`config.mk`:
```
export PLATFORM = sky130hd
export DESIGN_NAME = mem_stage
export DESIGN_NICKNAME = d
export VERILOG_FILES = /design/src/rtl/mem_stage.sv
export SDC_FILE = /design/constraint.sdc
export NUM_CORES = 1
export LEC_CHECK = 0
export CAP_MARGIN = 20
export CORE_MARGIN = 2
export CORE_UTILIZATION = 57
export CTS_BUF_LIST = sky130_fd_sc_hd__clkbuf_4
export CTS_CLUSTER_DIAMETER = 80
export CTS_CLUSTER_SIZE = 12
export DETAILED_ROUTE_END_ITERATION = 10
export DONT_BUFFER_PORTS = 1
export PLACE_DENSITY_LB_ADDON = 0.08
export SYNTH_ARGS = -nofsm -noshare
export SYNTH_HDL_FRONTEND = slang
export SYNTH_SLANG_ARGS = --single-unit
```
`constraint.sdc`:
```
create_clock -name clk -period 1.7 [get_ports clk]
set_input_delay 0.17 -clock clk [delete_from_list [all_inputs] [get_ports clk]]
set_output_delay 0.17 -clock clk [all_outputs]
set_load 0.03 [all_outputs]
```
`src/rtl/mem_stage.sv`:
```
// -----------------------------------------------------------------------------
// mem_stage
//   MEM pipeline stage. Takes the EX/MEM latch outputs, runs loads and stores
//   against an external asynchronous 16-bit SRAM, and produces write-back data
//   and control for the MEM/WB latch. Non-memory instructions pass straight
//   through in the same cycle. Memory instructions take three cycles in the
//   stage and raise stallreq_o for the first two of them.
//
// Ports
//   clk, rst        clock; asynchronous active-high reset
//   memAddr_i       word address of the access
//   rMem_i, wMem_i  load / store request (load wins if both are set)
//   wData_i         ALU result, or the store data for a store
//   wReg_i          register write enable
//   wRegAddr_i      destination register
//   wData_o         write-back data to MEM/WB
//   wReg_o          write-back enable to MEM/WB
//   wRegAddr_o      write-back destination to MEM/WB
//   stallreq_o      freezes EX/MEM and every earlier stage
//   ram_addr_o      SRAM address (pipeline address zero-extended)
//   ram_data_o      SRAM write data
//   ram_data_i      SRAM read data
//   ram_data_oe_o   top level drives the bidirectional bus with ram_data_o
//   ram_en_n_o      SRAM chip enable, active-low
//   ram_oe_n_o      SRAM output enable, active-low
//   ram_we_n_o      SRAM write enable, active-low
// -----------------------------------------------------------------------------
module mem_stage #(
    parameter int DATA_W  = 16,
    parameter int MADDR_W = 16,
    parameter int RAM_AW  = 18,
    parameter int RADDR_W = 4
) (
    input  logic               clk,
    input  logic               rst,
    input  logic [MADDR_W-1:0] memAddr_i,
    input  logic               rMem_i,
    input  logic               wMem_i,
    input  logic [DATA_W-1:0]  wData_i,
    input  logic               wReg_i,
    input  logic [RADDR_W-1:0] wRegAddr_i,
    output logic [DATA_W-1:0]  wData_o,
    output logic               wReg_o,
    output logic [RADDR_W-1:0] wRegAddr_o,
    output logic               stallreq_o,
    output logic [RAM_AW-1:0]  ram_addr_o,
    output logic [DATA_W-1:0]  ram_data_o,
    input  logic [DATA_W-1:0]  ram_data_i,
    output logic               ram_data_oe_o,
    output logic               ram_en_n_o,
    output logic               ram_oe_n_o,
    output logic               ram_we_n_o
);

    typedef enum logic [1:0] {
        ST_IDLE = 2'd0,
        ST_RD   = 2'd1,
        ST_WR   = 2'd2,
        ST_DONE = 2'd3
    } state_t;

    state_t              state_r;
    logic                is_load_r;   // remembers load vs store for DONE
    logic [DATA_W-1:0]   rdata_r;     // word captured from the SRAM in RD
    logic [RAM_AW-1:0]   ram_addr_s;

    // Pipeline word address zero-extended onto the wider SRAM address bus.
    assign ram_addr_s = {{(RAM_AW-MADDR_W){1'b0}}, memAddr_i};

    // Access sequencer: IDLE -> RD|WR -> DONE -> IDLE, plus read-data capture.
    always_ff @(posedge clk or posedge rst) begin
        if (rst) begin
            state_r   <= ST_IDLE;
            is_load_r <= 1'b0;
            rdata_r   <= {DATA_W{1'b0}};
        end else begin
            case (state_r)
                ST_IDLE: begin
                    if (rMem_i) begin
                        state_r   <= ST_RD;
                        is_load_r <= 1'b1;
                    end else if (wMem_i) begin
                        state_r   <= ST_WR;
                        is_load_r <= 1'b0;
                    end else begin
                        state_r   <= ST_IDLE;
                    end
                end
                ST_RD: begin
                    rdata_r <= ram_data_i;
                    state_r <= ST_DONE;
                end
                ST_WR:   state_r <= ST_DONE;
                ST_DONE: state_r <= ST_IDLE;
                default: state_r <= ST_IDLE;
            endcase
        end
    end

    // Output decode from state and the (stall-held) EX/MEM inputs. Reset
    // overrides everything so the SRAM is released the instant rst rises.
    always_comb begin
        wData_o       = wData_i;
        wReg_o        = wReg_i;
        wRegAddr_o    = wRegAddr_i;
        stallreq_o    = 1'b0;
        ram_addr_o    = {RAM_AW{1'b0}};
        ram_data_o    = {DATA_W{1'b0}};
        ram_data_oe_o = 1'b0;
        ram_en_n_o    = 1'b1;
        ram_oe_n_o    = 1'b1;
        ram_we_n_o    = 1'b1;
        if (rst) begin
            wData_o    = {DATA_W{1'b0}};
            wReg_o     = 1'b0;
            wRegAddr_o = {RADDR_W{1'b0}};
        end else begin
            case (state_r)
                ST_IDLE: begin
                    if (rMem_i) begin
                        stallreq_o = 1'b1;
                        wReg_o     = 1'b0;
                        ram_addr_o = ram_addr_s;
                        ram_en_n_o = 1'b0;
                        ram_oe_n_o = 1'b0;
                    end else if (wMem_i) begin
                        // Address/data setup cycle; WE stays high.
                        stallreq_o    = 1'b1;
                        wReg_o        = 1'b0;
                        ram_addr_o    = ram_addr_s;
                        ram_data_o    = wData_i;
                        ram_data_oe_o = 1'b1;
                        ram_en_n_o    = 1'b0;
                    end else begin
                        stallreq_o = 1'b0;
                    end
                end
                ST_RD: begin
                    stallreq_o = 1'b1;
                    wReg_o     = 1'b0;
                    ram_addr_o = ram_addr_s;
                    ram_en_n_o = 1'b0;
                    ram_oe_n_o = 1'b0;
                end
                ST_WR: begin
                    stallreq_o    = 1'b1;
                    wReg_o        = 1'b0;
                    ram_addr_o    = ram_addr_s;
                    ram_data_o    = wData_i;
                    ram_data_oe_o = 1'b1;
                    ram_en_n_o    = 1'b0;
                    ram_we_n_o    = 1'b0;
                end
                ST_DONE: begin
                    ram_addr_o = ram_addr_s;
                    ram_en_n_o = 1'b0;
                    if (is_load_r) begin
                        wData_o    = rdata_r;
                        ram_oe_n_o = 1'b0;
                    end else begin
                        // WE already high again; data/address held for hold time.
                        ram_data_o    = wData_i;
                        ram_data_oe_o = 1'b1;
                    end
                end
                default: begin
                    stallreq_o = 1'b0;
                end
            endcase
        end
    end

endmodule

```
==> impl_metrics.ini, run 1 <==
[status]
outcome = stopped before the end
failed_stage = global routing
tool.error = [ERROR DPL-0033] detailed placement checks failed during check placement.

[floorplanning]
ioPinCount = 117
rows = 20
die_y_um = 60.1
die_w_um = 60.1
start_util_pct = 59.2

[cts]
cts-buffers-inserted = 3
cts_max_path_buffers = 2
htreeDepth = 1
clkSinkCount = 19
root_buffer = clkbuf_4

[placement]
port_buffers = 0
hpwlAfterDp_mm = 4.00
placedCellCount = 271
gp_congestion = 0.896
dpl_cell_area_mm2 = 0.00242

[synthesis]
netlist_area_mm2 = 0.00179
seq_area_frac_synth_pct = 26.5
synth_commonest_cells = 19 x dfrtp_1, 17 x nand3_1, 17 x nor3b_1
async_reset_ff_share_pct = 100
synth_warnings = 0
yosysTopAreaCell = dfrtp_1
syn_avg_cell_area_um2 = 9.24
synthFlopType = dfrtp_1
synth_top_area_share_pct = 26.5
synth-seq-cells = 19
synth_cell_types = 30
synth_edf_count = 0
synth.most_common_cell = dfrtp_1
synthCells = 194
synthTopCellsByArea = dfrtp_1 27%, mux2_2 10%, a21bo_2 8.9%

[sta]
worstEpCategory = top-level output
worstEndpointGrtRepair = ram_addr_o[8]

[global_routing]
grt_max_degree = 57
antenna_found_initial = 0
## through the flow
step,hold WS (ns),util (%),setup slack (ns)
CTS,0.0131,90.9,-0.220
detailed placement,0.178,79.9,-0.133
global placement,0.172,79.9,-0.00180
floorplan,0.322,-,-0.280
## cells by family after synthesis
group | count (synthesis) | synth area share [%]
and+or+nand+nor | 66 | 26.4
adders and majority gates | 8 | 5.58
buffers and inverters | 30 | 9.77
DFF | 19 | 26.5
other | 1 | 0.209
muxes | 16 | 10.0
AOI/OAI and AO/OA | 54 | 21.5
## repair_timing
item | in CTS
hold buffers | 2
setup endpoints to repair | 51
hold endpoints to repair | 20
gates resized for setup | 54
pin swaps | 14
cloned | 1
buffers inserted | 4
==> inputs of run 2 (changes only) <==
Settings changed: CORE_UTILIZATION 57 to 40, CTS_BUF_LIST sky130_fd_sc_hd__clkbuf_4 to not set, CTS_CLUSTER_DIAMETER 80 to not set, CTS_CLUSTER_SIZE 12 to not set, PLACE_DENSITY_LB_ADDON 0.08 to 0.15.
==> run 2 against run 1 <==
The flow now finishes, with violations (negative setup slack). Area after synthesis did not move. Synthesized cell count did not move.
==> impl_metrics.ini, run 2 <==
[critical_path]
startpoint = state_r[0]$_DFF_PP0_
end_kind = primary output
path_max_fanout = 17
crit_type = reg -> out
crit_arrival_ns = 1.70
required_ns = 1.53
rr_startpoint = state_r[0]$_DFF_PP0_
startpoint_type = flop

[floorplanning]
start_util_pct = 41.5
die_y_um = 71.0
core-area_mm2 = 0.00432
rows = 24
die_area_mm2 = 0.00503
die_w_um = 71.0
ioPinCount = 117

[global_routing]
antenna_found_initial = 0
grt_max_degree = 57
grt_overflow = 0
top_usage_layer = met2
use_met2_pct = 37.8
track_usage_pct = 20.9
grtUsageMet3_pct = 3.56
grtUsageMet1_pct = 24.6
grt_pass1_wl_mm = 8.51
grt_pass1_vias = 1678

[pwr]
vdd_drop_max_v = 0.00102
leakage_uw = 0.00115
power.total_uw = 4520
p_per_area_mw_per_mm2 = 1510

[layout]
final_cells = 292
nNetsFinal = 306
layout.cells.most_common_list = 33 x buf_4, 24 x buf_6, 18 x dfrtp_1
drive_above_1_share_pct = 72.5
largest_reg_flops = 16
syn2layout_area_growth_pct = 66.6
regMostFlops = rdata_r
layout_commonest_cell = buf_4
n_antenna_cell = 0
largestRegisters = rdata_r: 16 flops, state_r: 2 flops, is_load_r: 1 flops

[cts]
clock_latency_ns = 0.25
cts_max_path_buffers = 2
htreeDepth = 1
root_buffer = clkbuf_8
path_clk_slew_ns = 0.06
cts_tree = yes
clkSinkCount = 19
cts-buffers-inserted = 3

[placement]
placedCellCount = 280
hpwlAfterDp_mm = 4.09
gp_congestion = 0.875
port_buffers = 0

[synthesis]
yosysTopAreaCell = dfrtp_1
syn_avg_cell_area_um2 = 9.24
synthFlopType = dfrtp_1
seq_area_frac_synth_pct = 26.5
synth_commonest_cells = 19 x dfrtp_1, 17 x nand3_1, 17 x nor3b_1
synth_cell_types = 30
synthTopCellsByArea = dfrtp_1 27%, mux2_2 10%, a21bo_2 8.9%
synthCells = 194
synth.most_common_cell = dfrtp_1
synth_edf_count = 0
netlist_area_mm2 = 0.00179
async_reset_ff_share_pct = 100
synth-seq-cells = 19
synth_top_area_share_pct = 26.5
synth_warnings = 0

[flow_run]
drv_cap = 0

[drt]
first_iter_violations = 46
dr.pass1.iters = 4
wirelength_mm = 5.43
via_count = 1697
drcViolationCount = 0
routed_via_density = 5.81
detail-route-antenna-nets = 0
wire_per_inst_um = 18.6

[sta]
hold_viol_final = 0
rsz0062_at_grt = yes
skew_ns = 0.00282
maxSlewViolCount = 0
worstMarginPinSlew_ns = 0.586
max_freq_mhz = 535
setup_viol = 50
period_share_pct = 110
post-route-min-period_ns = 1.87
slew_headroom_pct = 60.8
setup_ws_ns = -0.168
setup_tns_ns = -5.82

[status]
outcome = finished with violations
violations = negative setup slack

[hold_path]
hp-start = rMem_i
hp-class = in -> reg
==> run 2: cell counts after synthesis <==
No cell type changed its count.
==> run 2: power breakdown <==
part / switching (uW) / internal, uW
registers: 171 / 695
clock network: 140 / 166
logic: 1770 / 1580
total: 2080 / 2440
==> run 2: through the flow <==
| step | setup WS [ns] | cell area [um2] | util [%] | hold slack, ns |
|---|---|---|---|---|
| floorplan | -0.280 | 2050 | - | 0.322 |
| global placement | -0.0474 | 2450 | 56.6 | 0.189 |
| detailed placement | -0.124 | 2450 | 56.6 | 0.188 |
| CTS | -0.148 | 2950 | 68.1 | 0.0249 |
| global route | -0.247 | 2990 | 69.1 | 0.0257 |
| finish | -0.168 | 2990 | 69.1 | 0.0333 |
==> run 2: cells by family (layout without fill, tap and decap cells) <==
logic type	after synthesis	count (layout)	synth area share [%]
adder cells (fa/ha/maj)	8	8	5.58
AND/OR/NAND/NOR	66	66	26.4
multiplexers	16	16	10.0
other	1	2	0.209
AO/OA/AOI/OAI	54	54	21.5
flip-flops	19	19	26.5
buffers and inverters	30	75	9.77
==> run 2: metal layers <==
layer,routed length [um],vias to the layer above
li1,-,794
met5,0,-
met2,2870,72
met1,2120,822
met4,100,0
met3,344,9
==> run 2: worst max-delay path, cell delays in order (launching register included) <==
cell and delay [ns]:
dfrtp_2 0.47, ha_4 0.24, or3b_1 0.38, a31oi_2 0.19, buf_6 0.16
==> run 2: path summary, 6_finish.rpt <==
check / end / slack (ns) / cells past startpoint
setup / recovery: ram_data_o[3] / -0.17 / 4
hold / removal: state_r[0]$_DFF_PP0_ / 0.03 / 2
setup reg to reg: rdata_r[4]$_DFFE_PP0N_ / 0.18 / 5
hold reg to reg: rdata_r[9]$_DFFE_PP0N_ / 0.51 / 1
max in group asynchronous: state_r[0]$_DFF_PP0_ / 0.95 / 3
min in group asynchronous: is_load_r$_DFFE_PP0P_ / 0.53 / 3
==> run 2: area by class of cell <==
type                       count  area (um2)
multi-input combinational    146        1680
fill                         335        1340
timing repair buffer          66         696
sequential                    19         477
tap                           52        65.1
clock buffer                   4        45.0
inverter                       5        23.8
==> run 2: repair_timing <==
item                                    in CTS  in global routing
setup buffers                                6                  0
endpoints found under the hold margin       19                  0
gates cloned                                 2                  0
hold buffers                                 1                  0
pin swaps                                   25                 14
endpoints found under the setup margin      52                 53
resized for setup                           74                 14
Power figures use the tool's default switching activity.
